[src/rtl/cic_pkg.sv]
// Shared constants and helpers for the multi-channel CIC decimator: accumulator
// sizing, rate clamping and signed saturation.
package cic_pkg;

  localparam int SAT_W = 64;

  // Bits needed to hold the worst-case CIC growth (RMAX*M)**N on top of the input.
  function automatic int reg_width(input int width, input int rmax, input int m, input int n);
    longint gain;
    gain = 1;
    for (int i = 0; i < n; i++) begin
      gain = gain * longint'(rmax * m);
    end
    return width + $clog2(gain);
  endfunction

  function automatic int clamp_rate(input int r, input int rmax);
    if (r < 1) return 1;
    if (r > rmax) return rmax;
    return r;
  endfunction

  function automatic logic signed [SAT_W-1:0] saturate(input logic signed [SAT_W-1:0] v,
                                                       input int out_w);
    logic signed [SAT_W-1:0] hi;
    logic signed [SAT_W-1:0] lo;
    hi = (64'sd1 <<< (out_w - 1)) - 64'sd1;
    lo = -hi - 64'sd1;
    if (v > hi) return hi;
    if (v < lo) return lo;
    return v;
  endfunction

endpackage

[src/rtl/cic_decimator_mc_if.sv]
// Stream bundle for the CIC decimator: input samples, decimated output and
// the runtime rate/shift controls.
interface cic_decimator_mc_if #(
  parameter int WIDTH     = 16,
  parameter int CHANNELS  = 2,
  parameter int OUT_WIDTH = 16,
  parameter int RATE_W    = 4,
  parameter int SHIFT_W   = 5
);
  // A beat transfers on a clock edge where tvalid && tready; once tvalid is raised,
  // tdata holds steady and tvalid stays high until that transfer happens.
  logic [CHANNELS*WIDTH-1:0]     input_tdata;
  logic                          input_tvalid;
  logic                          input_tready;
  logic [CHANNELS*OUT_WIDTH-1:0] output_tdata;
  logic                          output_tvalid;
  logic                          output_tready;
  logic [RATE_W-1:0]             rate;
  logic [SHIFT_W-1:0]            shift;

  modport slave (
    input  input_tdata, input_tvalid, output input_tready,
    output output_tdata, output_tvalid, input output_tready,
    input  rate, input shift
  );

  modport master (
    output input_tdata, output input_tvalid, input input_tready,
    input  output_tdata, input output_tvalid, output output_tready,
    output rate, output shift
  );
endinterface

[src/rtl/cic_lane.sv]
// One CIC lane: N wrapping integrators at the input rate, N comb stages with
// M-deep delays at the decimated rate, then shift and saturate.
module cic_lane
  import cic_pkg::*;
#(
  parameter int WIDTH     = 16,
  parameter int M         = 1,
  parameter int N         = 3,
  parameter int OUT_WIDTH = 16,
  parameter int REG_WIDTH = 25,
  parameter int SHIFT_W   = 5
) (
  input  logic                 clk,
  input  logic                 rst,
  input  logic                 in_en,
  input  logic                 dec_en,
  input  logic [WIDTH-1:0]     sample,
  input  logic [SHIFT_W-1:0]   shift,
  output logic [OUT_WIDTH-1:0] result
);

  logic signed [REG_WIDTH-1:0] integ [N];
  logic signed [REG_WIDTH-1:0] sample_ext;
  logic signed [REG_WIDTH-1:0] comb_out;
  logic signed [REG_WIDTH-1:0] shifted;

  assign sample_ext = REG_WIDTH'(signed'(sample));

  // Integrator overflow is harmless: the comb differences recover the true value mod 2^REG_WIDTH.
  always_ff @(posedge clk) begin
    if (rst) begin
      for (int k = 0; k < N; k++) integ[k] <= '0;
    end else if (in_en) begin
      integ[0] <= integ[0] + sample_ext;
      for (int k = 1; k < N; k++) integ[k] <= integ[k] + integ[k-1];
    end
  end

  for (genvar k = 0; k < N; k++) begin : g_comb
    logic signed [REG_WIDTH-1:0] x;
    logic signed [REG_WIDTH-1:0] y;
    logic signed [REG_WIDTH-1:0] dly [M];

    if (k == 0) begin : g_first
      assign x = integ[N-1];
    end else begin : g_next
      assign x = g_comb[k-1].y;
    end

    assign y = x - dly[M-1];

    always_ff @(posedge clk) begin
      if (rst) begin
        for (int j = 0; j < M; j++) dly[j] <= '0;
      end else if (dec_en) begin
        dly[0] <= x;
        for (int j = 1; j < M; j++) dly[j] <= dly[j-1];
      end
    end
  end

  assign comb_out = g_comb[N-1].y;
  assign shifted  = comb_out >>> shift;
  assign result   = OUT_WIDTH'(saturate(SAT_W'(shifted), OUT_WIDTH));

endmodule

[src/rtl/cic_decimator_mc.sv]
// Multi-channel CIC decimator: shared frame counter, rate latch, ready/valid
// handshake and a single-word output register over CHANNELS lanes.
module cic_decimator_mc
  import cic_pkg::*;
#(
  parameter int WIDTH     = 16,
  parameter int CHANNELS  = 2,
  parameter int RMAX      = 8,
  parameter int M         = 1,
  parameter int N         = 3,
  parameter int OUT_WIDTH = 16
) (
  input logic               clk,
  input logic               rst,
  cic_decimator_mc_if.slave s
);

  localparam int REG_WIDTH = reg_width(WIDTH, RMAX, M, N);
  localparam int RATE_W    = $clog2(RMAX + 1);
  localparam int SHIFT_W   = $clog2(REG_WIDTH);

  logic [RATE_W-1:0]             cycle_cnt;
  logic [RATE_W-1:0]             rate_q;
  logic [RATE_W-1:0]             rate_clamped;
  logic [RATE_W-1:0]             rate_eff;
  logic                          last_pos;
  logic                          accept;
  logic                          dec_ev;
  logic                          out_valid;
  logic [CHANNELS*OUT_WIDTH-1:0] out_data;
  logic [CHANNELS*OUT_WIDTH-1:0] lane_result;

  // The first sample of a frame already uses the freshly latched rate, so a
  // rate of 1 closes its frame on that same sample.
  assign rate_clamped = RATE_W'(clamp_rate(int'(s.rate), RMAX));
  assign rate_eff     = (cycle_cnt == '0) ? rate_clamped : rate_q;
  assign last_pos     = (cycle_cnt == rate_eff - RATE_W'(1));

  assign s.input_tready = !rst && (!last_pos || !out_valid || s.output_tready);
  assign accept         = s.input_tvalid && s.input_tready;
  assign dec_ev         = accept && last_pos;

  always_ff @(posedge clk) begin
    if (rst) begin
      cycle_cnt <= '0;
      rate_q    <= RATE_W'(1);
    end else if (accept) begin
      if (cycle_cnt == '0) rate_q <= rate_clamped;
      cycle_cnt <= last_pos ? '0 : cycle_cnt + RATE_W'(1);
    end
  end

  for (genvar k = 0; k < CHANNELS; k++) begin : g_lane
    cic_lane #(
      .WIDTH     (WIDTH),
      .M         (M),
      .N         (N),
      .OUT_WIDTH (OUT_WIDTH),
      .REG_WIDTH (REG_WIDTH),
      .SHIFT_W   (SHIFT_W)
    ) u_lane (
      .clk    (clk),
      .rst    (rst),
      .in_en  (accept),
      .dec_en (dec_ev),
      .sample (s.input_tdata[k*WIDTH +: WIDTH]),
      .shift  (s.shift),
      .result (lane_result[k*OUT_WIDTH +: OUT_WIDTH])
    );
  end

  // A new word may replace the one being popped on the same edge.
  always_ff @(posedge clk) begin
    if (rst) begin
      out_data  <= '0;
      out_valid <= 1'b0;
    end else if (dec_ev) begin
      out_data  <= lane_result;
      out_valid <= 1'b1;
    end else if (s.output_tready) begin
      out_valid <= 1'b0;
    end
  end

  assign s.output_tdata  = out_data;
  assign s.output_tvalid = out_valid;

endmodule

[src/flat_wrapper.sv]
// flat-port wrapper written by rule: the top's interface ports become plain ports
module cic_decimator_mc_flat import cic_pkg::*;
#(
  parameter int WIDTH     = 16,
  parameter int CHANNELS  = 2,
  parameter int RMAX      = 8,
  parameter int M         = 1,
  parameter int N         = 3,
  parameter int OUT_WIDTH = 16
)
  (clk, rst, s_input_tdata, s_input_tvalid, s_input_tready, s_output_tdata, s_output_tvalid, s_output_tready, s_rate, s_shift);
  cic_decimator_mc_if #(.WIDTH(WIDTH), .CHANNELS(CHANNELS), .OUT_WIDTH(OUT_WIDTH), .RATE_W(($clog2(RMAX + 1))), .SHIFT_W(($clog2((WIDTH + $clog2((RMAX * M) ** N)))))) s_i ();
  input logic clk;
  input logic rst;
  input wire logic [$bits(s_i.input_tdata)-1:0] s_input_tdata;
  input wire logic [$bits(s_i.input_tvalid)-1:0] s_input_tvalid;
  output wire logic [$bits(s_i.input_tready)-1:0] s_input_tready;
  output wire logic [$bits(s_i.output_tdata)-1:0] s_output_tdata;
  output wire logic [$bits(s_i.output_tvalid)-1:0] s_output_tvalid;
  input wire logic [$bits(s_i.output_tready)-1:0] s_output_tready;
  input wire logic [$bits(s_i.rate)-1:0] s_rate;
  input wire logic [$bits(s_i.shift)-1:0] s_shift;
  assign s_i.input_tdata = s_input_tdata;
  assign s_i.input_tvalid = s_input_tvalid;
  assign s_input_tready = s_i.input_tready;
  assign s_output_tdata = s_i.output_tdata;
  assign s_output_tvalid = s_i.output_tvalid;
  assign s_i.output_tready = s_output_tready;
  assign s_i.rate = s_rate;
  assign s_i.shift = s_shift;
  cic_decimator_mc #(.WIDTH(WIDTH), .CHANNELS(CHANNELS), .RMAX(RMAX), .M(M), .N(N), .OUT_WIDTH(OUT_WIDTH)) u_core (.clk(clk), .rst(rst), .s(s_i));
endmodule
[config.mk]
export PLATFORM = sky130hd
export DESIGN_NAME = cic_decimator_mc_flat
export DESIGN_NICKNAME = d
export VERILOG_FILES = /design/src/rtl/cic_pkg.sv /design/src/rtl/cic_decimator_mc_if.sv /design/src/rtl/cic_lane.sv /design/src/rtl/cic_decimator_mc.sv /design/src/flat_wrapper.sv
export SDC_FILE = /design/constraint.sdc
export NUM_CORES = 1
export LEC_CHECK = 0
export ABC_CLOCK_PERIOD_IN_PS = 22900
export CAP_MARGIN = 0
export CORE_ASPECT_RATIO = 0.9
export CORE_MARGIN = 5
export CORE_UTILIZATION = 38
export CTS_CLUSTER_DIAMETER = 80
export CTS_CLUSTER_SIZE = 12
export DETAILED_ROUTE_END_ITERATION = 6
export SYNTH_ARGS = -nofsm -noshare
export SYNTH_HDL_FRONTEND = slang
export SYNTH_HIERARCHICAL = 1
export SYNTH_SLANG_ARGS = --single-unit
[constraint.sdc]
create_clock -name clk -period 22.9 [get_ports clk]
set_input_delay 4.58 -clock clk [delete_from_list [all_inputs] [get_ports clk]]
set_output_delay 4.58 -clock clk [all_outputs]
set_load 0.05 [all_outputs]
Word-level counts from Yosys, hierarchy flattened:

Memory sizes are Yosys's and may differ from the RTL's.
Index checks and enable logic that the tools add are counted.

* memory bits (writable): 300
* register bits after elaboration: 41
* memories kept: 8
* output and inout port bits: 34

Memory list
* u_core.g_lane[0].u_lane.integ: depth 3, width 25, read ports 3, clocked after memory_dff 0, write ports 3, line cic_lane.sv:22 `logic signed [REG_WIDTH-1:0] integ [N];`
* u_core.g_lane[1].u_lane.integ: depth 3, width 25, read ports 3, clocked after memory_dff 0, write ports 3, line cic_lane.sv:22
* u_core.g_lane[0].u_lane.g_comb[0].dly: depth 1, width 25, read ports 1, clocked after memory_dff 0, write ports 1, line cic_lane.sv:42 `logic signed [REG_WIDTH-1:0] dly [M];`
* u_core.g_lane[0].u_lane.g_comb[1].dly: depth 1, width 25, read ports 1, clocked after memory_dff 0, write ports 1, line cic_lane.sv:42
* u_core.g_lane[0].u_lane.g_comb[2].dly: depth 1, width 25, read ports 1, clocked after memory_dff 0, write ports 1, line cic_lane.sv:42
* u_core.g_lane[1].u_lane.g_comb[0].dly: depth 1, width 25, read ports 1, clocked after memory_dff 0, write ports 1, line cic_lane.sv:42
* 2 more memories

* eq/ne operators: 1
* bitwise operators: 6
* muxes and demuxes: 51
* add/sub/neg operators: 14
* shifts and indexed selects: 2
* magnitude comparators: 6
* reduce and logical (&&, ||, !) cells: 16

Operators by type and width (number)
* 25-bit two-way mux: 12
* 25-bit OR reduction: 6
* 25-bit subtractor: 6
* 16-bit two-way mux: 8
* 25-bit adder: 4
* 25-bit by 16-bit adder with 25-bit output: 2
* 25-bit by 16-bit greater-than comparator with 1-bit output (second input constant): 2
* 25-bit by 16-bit less-than comparator with 1-bit output (second input constant): 2
* 25-bit by 5-bit >>> shifter with 25-bit output: 2
* 1-bit two-way mux: 26
* 4-bit two-way mux: 5
* 1-bit bitwise OR: 6
* 4-bit by 1-bit adder with 4-bit output (second input constant): 1
* 4-bit == test: 1
* 4-bit greater-than comparator (second input constant): 1
* 4-bit logical NOT: 1
* 4-bit by 1-bit less-than comparator with 1-bit output (second input constant): 1
* 4-bit by 1-bit subtractor with 4-bit output (second input constant): 1
* 1-bit logical AND: 3
* 1-bit logical NOT: 3
* 1-bit logical OR: 2
* 2-bit nonzero test: 1

Depth between registers and ports, before layout:

Gate-level depths: netlist (run 1).

* depth in word-level cells: 19
* mapped depth: 40
* depth with buffers taken out: 39

Cells and area by module:

The synthesis (run 1) kept the hierarchy.

Modules (own cells, without submodules)
* cic_lane at u_core.g_lane[0].u_lane: times used 1, cells each 1535, area an instance 13904.6 um2
* cic_lane at u_core.g_lane[1].u_lane: times used 1, cells each 1578, area an instance 13872.1 um2
* cic_decimator_mc: times used 1, cells each 226, area an instance 1953.1 um2

Worst setup path after synthesis (run 1):

Ideal clock, no wire load.

* path type: input port to output port
* start point: input port s_rate[0]
* end point: output port s_input_tready
* data required time: 18.320 ns
* data arrival time: 6.730 ns
* setup slack: 11.590 ns
* stages on the path: 8
* cells stage by stage: o21bai_1 a32oi_4 ha_1 xnor2_1 nor2_1 mux2i_2 nor2_1 a21oi_1

* word-level cells in the longest chain between the ends: 12
* elaborated cells on any way between the ends: 16
* those cells by class: add/sub (1); order compare (2); eq/ne (1); mux (8); reduce/logical (4)

RTL lines
* from (decl): line flat_wrapper.sv:21 `input wire logic [$bits(s_i.rate)-1:0] s_rate;`
* 4-bit by 1-bit less-than comparator with 1-bit output or 4-bit greater-than comparator (tied branches): line cic_pkg.sv:18, cic_pkg.sv:19
* 1-bit two-way mux (on tied branches): line cic_pkg.sv:18, cic_pkg.sv:19
* 4-bit two-way mux or 1-bit two-way mux (tied branches): line cic_pkg.sv:19 `if (r > rmax) return rmax;`
* 4-bit two-way mux: line cic_pkg.sv:20 `return r;`
* 4-bit two-way mux *: line cic_pkg.sv:19
* 4-bit two-way mux *: line cic_decimator_mc.sv:36 `assign rate_eff = (cycle_cnt == '0) ? rate_clamped : rate_q;`
* 4-bit by 1-bit subtractor with 4-bit output *: line cic_decimator_mc.sv:37 `assign last_pos = (cycle_cnt == rate_eff - RATE_W'(1));`
* 4-bit == test *: line cic_decimator_mc.sv:37
* 1-bit logical NOT *: line cic_decimator_mc.sv:39 `assign s.input_tready = !rst && (!last_pos || !out_valid || s.output_tready);`
* 1-bit logical OR * (2 in a row): line cic_decimator_mc.sv:39
* 1-bit logical AND *: line cic_decimator_mc.sv:39
* to (decl): line flat_wrapper.sv:17 `output wire logic [$bits(s_i.input_tready)-1:0] s_input_tready;`

Every way passes the cells marked *; elsewhere a longest branch is shown, timed or not. The select of a mux whose other input is x is not followed.

Final worst setup path (run 1):

* start point: input port s_rate[3]
* end point: output port s_input_tready

Same word-level chain as after synthesis.

==> flow_summary.toml, run 1 <==
[critical_path]
critical_path.startpoint_type = "input pin"
cp-end-kind = "output pin"
critical_path_class = "in2out"
rr_endpoint = "u_core/s.output_tdata[21]$_SDFFE_PP0P_"
r2r_setup_slack_ns = 14.31
timing.rr.start = "u_core/g_lane[1].u_lane/integ[0][51]$_SDFFCE_PN0P_"
cp_max_fo = 6
rr_worst_depth = 37
crit_arrival_ns = 7.69
crit_required_ns = 18.32
crit_start = "s_rate[3]"

[cells_and_area]
finish.utilization = 0.418
fillers = 7752
drive_gt1_frac = 0.0528
num_antenna_cells = 0
fin_cells = 4412
nets = 3707
area_delta_synth_final_pct = 9.30
finalInstanceArea_mm2 = 0.0325

[power]
p_sw_frac = 0.446
powerDensity_mw_per_mm2 = 107
comb_power_share = 0.627
seqPwrFrac = 0.216
p_int_w = 0.00192
power.switching_w = 0.00155
p_clk_frac = 0.156
irDropWorstVdd_uv = 56.9
leakagePower_nw = 13.3

[sta]
rsz0062_at_grt = "no"
worst_pin_slew_ns = 1.20
finalHoldViolCount = 0
setup_viol = 0
setup_slack_ns = 10.63
clock_skew_ns = 0.0273
max_freq_mhz = 81.5
relSlewSlack = 0.195
period_minus_slack_ns = 12.27
setup_tns_ns = 0
slew_violations = 0
fin_crit_sh = 0.536

[clock_network]
cts_hold_buf = 0
clk_pin_slew_ns = 0.06
worstSkewPairLatency_ns = 0.56
cts.path.max_buffers = 3
root_buffer = "clkbuf_16"
cts_tree = "done"
cts_made_buffers = 35
h-tree-depth = 2
cts_setup_buffers = 0
clock-sinks = 341
cts_resized = 0

[drt]
drtIter0Drc = 1409
post_drt_via_cell_ratio = 5.18
num_vias = 22873
antenna_left = 0
detail_route.wl_per_cell_um = 14.0
drt-pass1-iter-count = 7
drc = 2
totalWireLength_um = 61900

[hold_path]
hold_end = "u_core/s.output_tdata[27]$_SDFFE_PP0P_"
min_path_type = "reg2reg"
min_delay_path_depth = 2
hold_start = "u_core/s.output_tdata[27]$_SDFFE_PP0P_"

[placement]
place_area_mm2 = 0.0315
io_buffer_count = 78
pre_cts_slack_ns = 10.64
gp_congestion = 0.821
hpwl_um = 45600
dp_cells = 4361

[die]
dieWidth_um = 305
initial_core_util = 0.383
dieArea_mm2 = 0.0839
ioPinCount = 79
die-height_um = 275
core_area_mm2 = 0.0777
row_count = 97

[run]
cap_viol_max_count = 0

[yosys]
synth_warnings = 6
ys_ff_latch = 341
syn_avg_cell_area_um2 = 8.90
seq_area_frac_synth = 0.331
ys.flop_type = "edfxtp_1"
postSynthCellCount = 3339
yosysTopAreaCellShare = 0.303
yosys.area.top_type = "edfxtp_1"
syn_area_mm2 = 0.0297
synth_cell_types = 114
synthTopCellsByArea = "edfxtp_1 30%, ha_1 12%, a21oi_1 4.3%"
synth_nets = 3687
async_flop_share = 0
synth-edff-count = 300

[grt]
grt_max_degree = 76
antenna_found_initial = 0
grt_pass1_vias = 21058
grt-ovfl-total = 0
grt_pass1_wl_um = 105000
grt.total_usage = 0.143

[run_status]
status = "finished with violations"
violations = "DRC"
logic make-up after synthesis:
group,synth area share
and+or+nand+nor,0.195
AOI/OAI and AO/OA,0.200
buffers and inverters,0.0446
DFF,0.331
adders and majority gates,0.131
xor gates and xnor gates,0.0632
muxes,0.0359
cell usage after synthesis, types with 86 or more instances:
master    number
a21oi_1      255
nor2_1       319
xnor2_1      110
nand2_1      209
xor2_1        99
clkbuf_1      86
and2_1       153
nand3_1       94
o21ai_0      180
edfxtp_1     300
ha_1         291
inv_1        232
nor3_1        96
per-stage QoR:
| step | power, W | hold slack, ns |
|---|---|---|
| 2_1_floorplan | 0.00250 | 0.459 |
| 3_3_place_gp | 0.00292 | 0.464 |
| 3_5_place_dp | 0.00292 | 0.468 |
| 4_1_cts | 0.00349 | 0.477 |
| 5_1_grt | 0.00379 | 0.494 |
| 6_report | 0.00347 | 0.476 |
how the worst max path moves through the flow:
| stage | slack [ns] | cells past startpoint | end |
|---|---|---|---|
| after global routing | 10.46 | 10 | s_input_tready |
| after global placement | 10.65 | 10 | s_input_tready |
| after detailed placement | 10.64 | 10 | s_input_tready |
| final | 10.63 | 10 | s_input_tready |
| after floorplan | 11.59 | 8 | s_input_tready |
| after CTS | 10.63 | 10 | s_input_tready |
sequential cells by signal, indices dropped and copies added, names as in the netlist:
name / flops
u_core/cycle_cnt: 4
u_core/g_lane.u_lane/g_comb.dly: 150
u_core/g_lane.u_lane/integ: 150
u_core/rate_q: 4
u_core/s.output_tdata: 32
u_core/s.output_tvalid: 1
placed cells by master, fill, tap and decap left out, drive strengths merged, types with 56 or more instances in the layout:
| cell | instances |
|---|---|
| clkdlybuf4s50 | 72 |
| nor2b | 56 |
| a211oi | 56 |
| nand2 | 211 |
| a21o | 85 |
| xnor2 | 111 |
| nor3 | 102 |
| nor2 | 320 |
| a21oi | 255 |
| ha | 291 |
| edfxtp | 300 |
| inv | 237 |
| mux2i | 64 |
| o21ai | 204 |
| xor2 | 101 |
| and2 | 153 |
| nand2b | 60 |
| nand3 | 94 |
layer usage:
metal	up-vias	routed length [um]	track usage	share of wire
met5	-	0	0	0
met4	0	1120	0.0313	0.018
met3	61	1900	0.0180	0.031
met2	273	25500	0.220	0.41
met1	10343	33400	0.217	0.54
li1	12196	-	-	-
power by group through the flow:
stage	Sequential, W	Combinational (W)	Clock (W)
detailed placement	0.000764	0.00215	0
floorplan	0.000765	0.00174	0
CTS	0.000751	0.00217	0.000568
global route	0.000755	0.00244	0.000589
finish	0.000750	0.00218	0.000543
global placement	0.000763	0.00216	0
cell type report:
type	count	area [um^2]	share of cell area
Tap cell	1039	1300	0.0400
Inverter	237	892	0.0275
Sequential cell	341	9830	0.303
Timing Repair Buffer	90	841	0.0259
Clock buffer	44	941	0.0290
Clock inverter	7	75.1	0.00231
Multi-Input combinational cell	2654	18600	0.573
worst max-delay path, stage by stage:
cell and delay [ns]:
clkdlybuf4s50_1 0.56, nor2_1 0.09, a32oi_4 0.29, ha_1 0.28, xnor2_1 0.19, nor2_1 0.08
mux2i_2 0.33, nor2_1 0.19, a21oi_1 0.23, clkdlybuf4s50_1 0.84
Note: power is estimated with default switching activity, not from simulation.
==> inputs of run 2 (changes only) <==
--- a/config.mk
+++ b/config.mk
@@ -5,7 +5,7 @@
 export SDC_FILE = /design/constraint.sdc
 export NUM_CORES = 1
 export LEC_CHECK = 0
-export ABC_CLOCK_PERIOD_IN_PS = 22900
+export ABC_CLOCK_PERIOD_IN_PS = 11900
 export CAP_MARGIN = 0
 export CORE_ASPECT_RATIO = 0.9
 export CORE_MARGIN = 5
==> constraint.sdc (replaced) <==
create_clock -name clk -period 11.9 [get_ports clk]
set_input_delay 2.38 -clock clk [delete_from_list [all_inputs] [get_ports clk]]
set_output_delay 2.38 -clock clk [all_outputs]
set_load 0.05 [all_outputs]
==> flow_summary.toml, run 2 (synthesized netlist as in run 1, its figures left out) <==
[sta]
setup_slack_ns = 3.44
period_minus_slack_ns = 8.46
clock_skew_ns = 0.0221
rsz0062_at_grt = "no"
setup_viol = 0
finalHoldViolCount = 0
slew_violations = 0
setup_tns_ns = 0
fin_crit_sh = 0.711
worst_pin_slew_ns = 1.22
max_freq_mhz = 118
relSlewSlack = 0.184

[hold_path]
min_path_type = "reg2reg"

[power]
irDropWorstVdd_uv = 116
p_clk_frac = 0.171
leakagePower_nw = 13.4
comb_power_share = 0.617
finalPower_w = 0.00680
power.switching_w = 0.00301
p_int_w = 0.00379
p_sw_frac = 0.443
seqPwrFrac = 0.212
powerDensity_mw_per_mm2 = 208

[drt]
drtIter0Drc = 1451
detail_route.wl_per_cell_um = 14.0
num_vias = 22903
totalWireLength_um = 62100
antenna_left = 0
drt-pass1-iter-count = 7
drc = 1
post_drt_via_cell_ratio = 5.18

[cells_and_area]
layout_commonest_cell = "nor2_1"
nets = 3710
finalInstanceArea_mm2 = 0.0327
layout_common_cells = "319 x nor2_1, 300 x edfxtp_1, 291 x ha_1"
seqCellArea_mm2 = 0.00983
finish.utilization = 0.421
area_delta_synth_final_pct = 9.87
drive_gt1_frac = 0.0553
num_antenna_cells = 0
fillers = 7669
multi_input_area_mm2 = 0.0186

[clock_network]
cts_hold_buf = 0
cts_setup_buffers = 0
cts_tree = "done"
clk_pin_slew_ns = 0.06
cts_resized = 0
cts.path.max_buffers = 3
worstSkewPairLatency_ns = 0.56
cts_made_buffers = 37
h-tree-depth = 2
clock-sinks = 341
root_buffer = "clkbuf_16"

[critical_path]
crit_required_ns = 12.38
cpMostUsedCell = "a21oi_1"
crit_arrival_ns = 8.94
critical_path_class = "reg2reg"
path_buf_inv = 1
crit_slowest_cell = "a211oi_2"
critical_path.startpoint_type = "flip-flop"
slowest_delay_ns = 0.75
cp_max_fo = 14
crit_family = "compound AO/OA/AOI/OAI gates"
cp-end-kind = "flip-flop"

[placement]
hpwl_um = 45700
io_buffer_count = 78
place_area_mm2 = 0.0315
pre_cts_slack_ns = 3.53
gp_congestion = 0.854

[grt]
grt_pass1_vias = 20938
grt_max_degree = 76
grt.total_usage = 0.143
antenna_found_initial = 0
grt-ovfl-total = 0
grt_pass1_wl_um = 104000

[die]
row_count = 97
core_area_mm2 = 0.0777
dieArea_mm2 = 0.0839
dieWidth_um = 305
ioPinCount = 79
initial_core_util = 0.383
die-height_um = 275

[run_status]
violations = "DRC"
status = "finished with violations"

[run]
cap_viol_max_count = 0
## run 2: final timing paths
check	startpoint	to	slack (ns)	cells past startpoint
max	u_core/g_lane[1].u_lane/integ[0][51]$_SDFFCE_PN0P_	u_core/s.output_tdata[27]$_SDFFE_PP0P_	3.44	37
min	u_core/s.output_tdata[5]$_SDFFE_PP0P_	u_core/s.output_tdata[5]$_SDFFE_PP0P_	0.47	2
max reg2reg	u_core/g_lane[1].u_lane/integ[0][51]$_SDFFCE_PN0P_	u_core/s.output_tdata[27]$_SDFFE_PP0P_	3.44	37
min reg2reg	u_core/s.output_tdata[5]$_SDFFE_PP0P_	u_core/s.output_tdata[5]$_SDFFE_PP0P_	0.47	2
## run 2: per-stage QoR
stage               hold WS, ns  std cells
floorplan                 0.459       3339
global placement          0.466       4362
detailed placement        0.468       4362
CTS                       0.475       4420
global route              0.493       4420
finish                    0.473       4420
## run 2: layout make-up
type / count / share of cell area
inverters: 237 / 0.0273
clock buffers: 47 / 0.0311
flip-flops and latches: 341 / 0.301
repair buffers: 91 / 0.0260
clock inverters: 11 / 0.00502
multi-input cells: 2654 / 0.570
well taps: 1039 / 0.0398
## run 2: per-layer routing
layer | vias up | wire length (um) | share of wire | track usage
li1 | 12203 | - | - | -
met1 | 10298 | 33200 | 0.53 | 0.216
met2 | 321 | 25200 | 0.41 | 0.216
met3 | 81 | 2200 | 0.035 | 0.0190
met4 | 0 | 1440 | 0.023 | 0.0384
met5 | - | 0 | 0 | 0
## run 2: power groups by stage
| stage | clock [W] | combinational, W | sequential, W |
|---|---|---|---|
| finish | 0.00116 | 0.00419 | 0.00144 |
| global route | 0.00125 | 0.00470 | 0.00145 |
| CTS | 0.00121 | 0.00418 | 0.00144 |
| detailed placement | 0 | 0.00415 | 0.00147 |
| floorplan | 0 | 0.00334 | 0.00147 |
| global placement | 0 | 0.00415 | 0.00147 |
## run 2: worst min-delay path, cell delays in order, from the launching register on
cell	delay [ns]
dfxtp_1	0.30
o21ai_0	0.06
a21oi_1	0.06
==> inputs of run 3 (changes only) <==
--- a/config.mk
+++ b/config.mk
@@ -5,7 +5,7 @@
 export SDC_FILE = /design/constraint.sdc
 export NUM_CORES = 1
 export LEC_CHECK = 0
-export ABC_CLOCK_PERIOD_IN_PS = 11900
+export ABC_CLOCK_PERIOD_IN_PS = 6900
 export CAP_MARGIN = 0
 export CORE_ASPECT_RATIO = 0.9
 export CORE_MARGIN = 5
==> constraint.sdc (replaced) <==
create_clock -name clk -period 6.9 [get_ports clk]
set_input_delay 1.38 -clock clk [delete_from_list [all_inputs] [get_ports clk]]
set_output_delay 1.38 -clock clk [all_outputs]
set_load 0.05 [all_outputs]
==> flow_summary.toml, run 3 (synthesized netlist as in run 1, its figures left out) <==
[run_status]
status = "finished with violations"
violations = "setup timing"

[sta]
setup_slack_ns = -0.411
period_minus_slack_ns = 7.31
worst_pin_slew_ns = 1.19
clock_skew_ns = 0.0232
holdWs_ns = 0.473
fin_crit_sh = 1.06
setup_tns_ns = -7.32
slew_violations = 0
setup_viol = 30
relSlewSlack = 0.206
rsz0062_at_grt = "yes"
max_freq_mhz = 137
finalHoldViolCount = 0

[critical_path]
crit_slowest_cell = "o311a_1"
crit_arrival_ns = 7.77
cp-end-kind = "flip-flop"
critical_path.startpoint_type = "flip-flop"
slowest_delay_ns = 0.42
cpMostUsedCell = "a21oi_2"
r2r_setup_slack_ns = -0.41
crit_required_ns = 7.36
rr_endpoint = "u_core/s.output_tdata[26]$_SDFFE_PP0P_"
critical_path_class = "reg2reg"
cp_max_fo = 7
rr_worst_depth = 39
timing.rr.start = "u_core/g_lane[1].u_lane/g_comb[0].dly[0][1]$_SDFFCE_PN0P_"

[drt]
num_vias = 24470
drtIter0Drc = 1189
detail_route.wl_per_cell_um = 13.8
post_drt_via_cell_ratio = 5.10
drc = 0
totalWireLength_um = 66200
drt-pass1-iter-count = 7
antenna_left = 0

[die]
dieArea_mm2 = 0.0839
core_area_mm2 = 0.0777
initial_core_util = 0.383
die-height_um = 275
dieWidth_um = 305
row_count = 97
ioPinCount = 79

[power]
powerDensity_mw_per_mm2 = 392
power.switching_w = 0.00593
comb_power_share = 0.697
leakagePower_nw = 15.4
p_int_w = 0.00832
finalPower_w = 0.0143
irDropWorstVdd_uv = 235
seqPwrFrac = 0.174
p_sw_frac = 0.416
p_clk_frac = 0.129

[cells_and_area]
fillers = 7441
layout_commonest_cell = "buf_4"
layout_common_cells = "382 x buf_4, 311 x nor2_1, 300 x edfxtp_1"
num_antenna_cells = 0
drive_gt1_frac = 0.187
seqCellArea_mm2 = 0.00983
multi_input_area_mm2 = 0.0194
area_delta_synth_final_pct = 22.3
nets = 4096

[clock_network]
clock-sinks = 341
root_buffer = "clkbuf_16"
cts_tree = "done"
clk_pin_slew_ns = 0.06
worstSkewPairLatency_ns = 0.56
h-tree-depth = 2
cts.path.max_buffers = 3
cts_made_buffers = 36

[placement]
hpwl_um = 49000
gp_congestion = 0.826
io_buffer_count = 78
pre_cts_slack_ns = -0.571

[grt]
antenna_found_initial = 0
grt.total_usage = 0.153
grt_pass1_vias = 22974
grt_pass1_wl_um = 111000
grt_max_degree = 76
grt-ovfl-total = 0

[hold_path]
min_delay_path_depth = 2
hold_start = "u_core/s.output_tdata[26]$_SDFFE_PP0P_"
hold_end = "u_core/s.output_tdata[26]$_SDFFE_PP0P_"
min_path_type = "reg2reg"

[run]
cap_viol_max_count = 0
-- run 3: cell count changes in the layout (fill, tap and decap cells not counted), moves of 9 or more --
| cell | before | now |
|---|---|---|
| o21ai_0 | 180 | 149 |
| xnor2_1 | 110 | 101 |
| a21oi_2 | 0 | 30 |
| xnor2_2 | 1 | 10 |
| a21oi_1 | 255 | 224 |
| buf_6 | 0 | 13 |
| buf_4 | 13 | 382 |
| o21ai_1 | 20 | 30 |
| o21ai_2 | 4 | 22 |
-- run 3: critical path: cells and delay by family, from the launching register on --
| kind | cells | cell delay (ns) |
|---|---|---|
| xor gates and xnor gates | 2 | 0.28 |
| DFF | 1 | 0.39 |
| AOI/OAI and AO/OA | 24 | 4.31 |
| and+or+nand+nor | 5 | 0.91 |
| adders and majority gates | 3 | 0.75 |
| muxes | 1 | 0.13 |
| buffers and inverters | 4 | 0.41 |
-- run 3: per-layer routing --
metal / global-route usage / part of all wire / wire (um) / up-vias
li1: - / - / - / 12972
met1: 0.224 / 0.52 / 34400 / 11078
met2: 0.242 / 0.43 / 28300 / 344
met3: 0.0193 / 0.034 / 2240 / 76
met4: 0.0343 / 0.018 / 1200 / 0
met5: 0 / 0 / 0 / -
-- run 3: power by group through the flow --
| stage | sequential (W) | clock [W] | combinational, W |
|---|---|---|---|
| floorplan | 0.00254 | 0 | 0.00581 |
| global placement | 0.00252 | 0 | 0.00874 |
| detailed placement | 0.00253 | 0 | 0.00877 |
| CTS | 0.00248 | 0.00191 | 0.00946 |
| global route | 0.00250 | 0.00199 | 0.0109 |
| finish | 0.00248 | 0.00184 | 0.00994 |
-- run 3: per-stage QoR --
step | instance area [um^2] | instances | util
3_3_place_gp | 33900 | 4667 | 0.436
6_report | 36300 | 4802 | 0.468
2_1_floorplan | 29800 | 3339 | -
3_5_place_dp | 33900 | 4667 | 0.436
4_1_cts | 35800 | 4774 | 0.460
5_1_grt | 36300 | 4802 | 0.468
-- run 3: area by class of cell --
| class | instances | area share |
|---|---|---|
| Timing Repair Buffer | 478 | 0.106 |
| Clock buffer | 47 | 0.0273 |
| Clock inverter | 6 | 0.00210 |
| Multi-Input combinational cell | 2654 | 0.533 |
| Sequential cell | 341 | 0.270 |
| Tap cell | 1039 | 0.0358 |
| Inverter | 237 | 0.0245 |
-- run 3: worst max-delay path by stage --
stage / start / to
after global routing: u_core/g_lane[1].u_lane/integ[0][51]$_SDFFCE_PN0P_ / u_core/s.output_tdata[29]$_SDFFE_PP0P_
after detailed placement: u_core/g_lane[1].u_lane/integ[0][51]$_SDFFCE_PN0P_ / u_core/s.output_tdata[29]$_SDFFE_PP0P_
final: u_core/g_lane[1].u_lane/g_comb[0].dly[0][1]$_SDFFCE_PN0P_ / u_core/s.output_tdata[26]$_SDFFE_PP0P_
after floorplan: u_core/g_lane[1].u_lane/integ[0][51]$_SDFFCE_PN0P_ / u_core/s.output_tdata[24]$_SDFFE_PP0P_
after global placement: u_core/g_lane[1].u_lane/integ[0][51]$_SDFFCE_PN0P_ / u_core/s.output_tdata[27]$_SDFFE_PP0P_
after CTS: u_core/g_lane[1].u_lane/integ[0][51]$_SDFFCE_PN0P_ / u_core/s.output_tdata[29]$_SDFFE_PP0P_
-- run 3: timing repair --
action / in CTS / in global routing
setup buffers: 55 / 28
hold buffers: 0 / 0
pin swaps: 98 / 118
endpoints found under the setup margin: 30 / 31
gates cloned: 1 / 2
resized for setup: 101 / 92
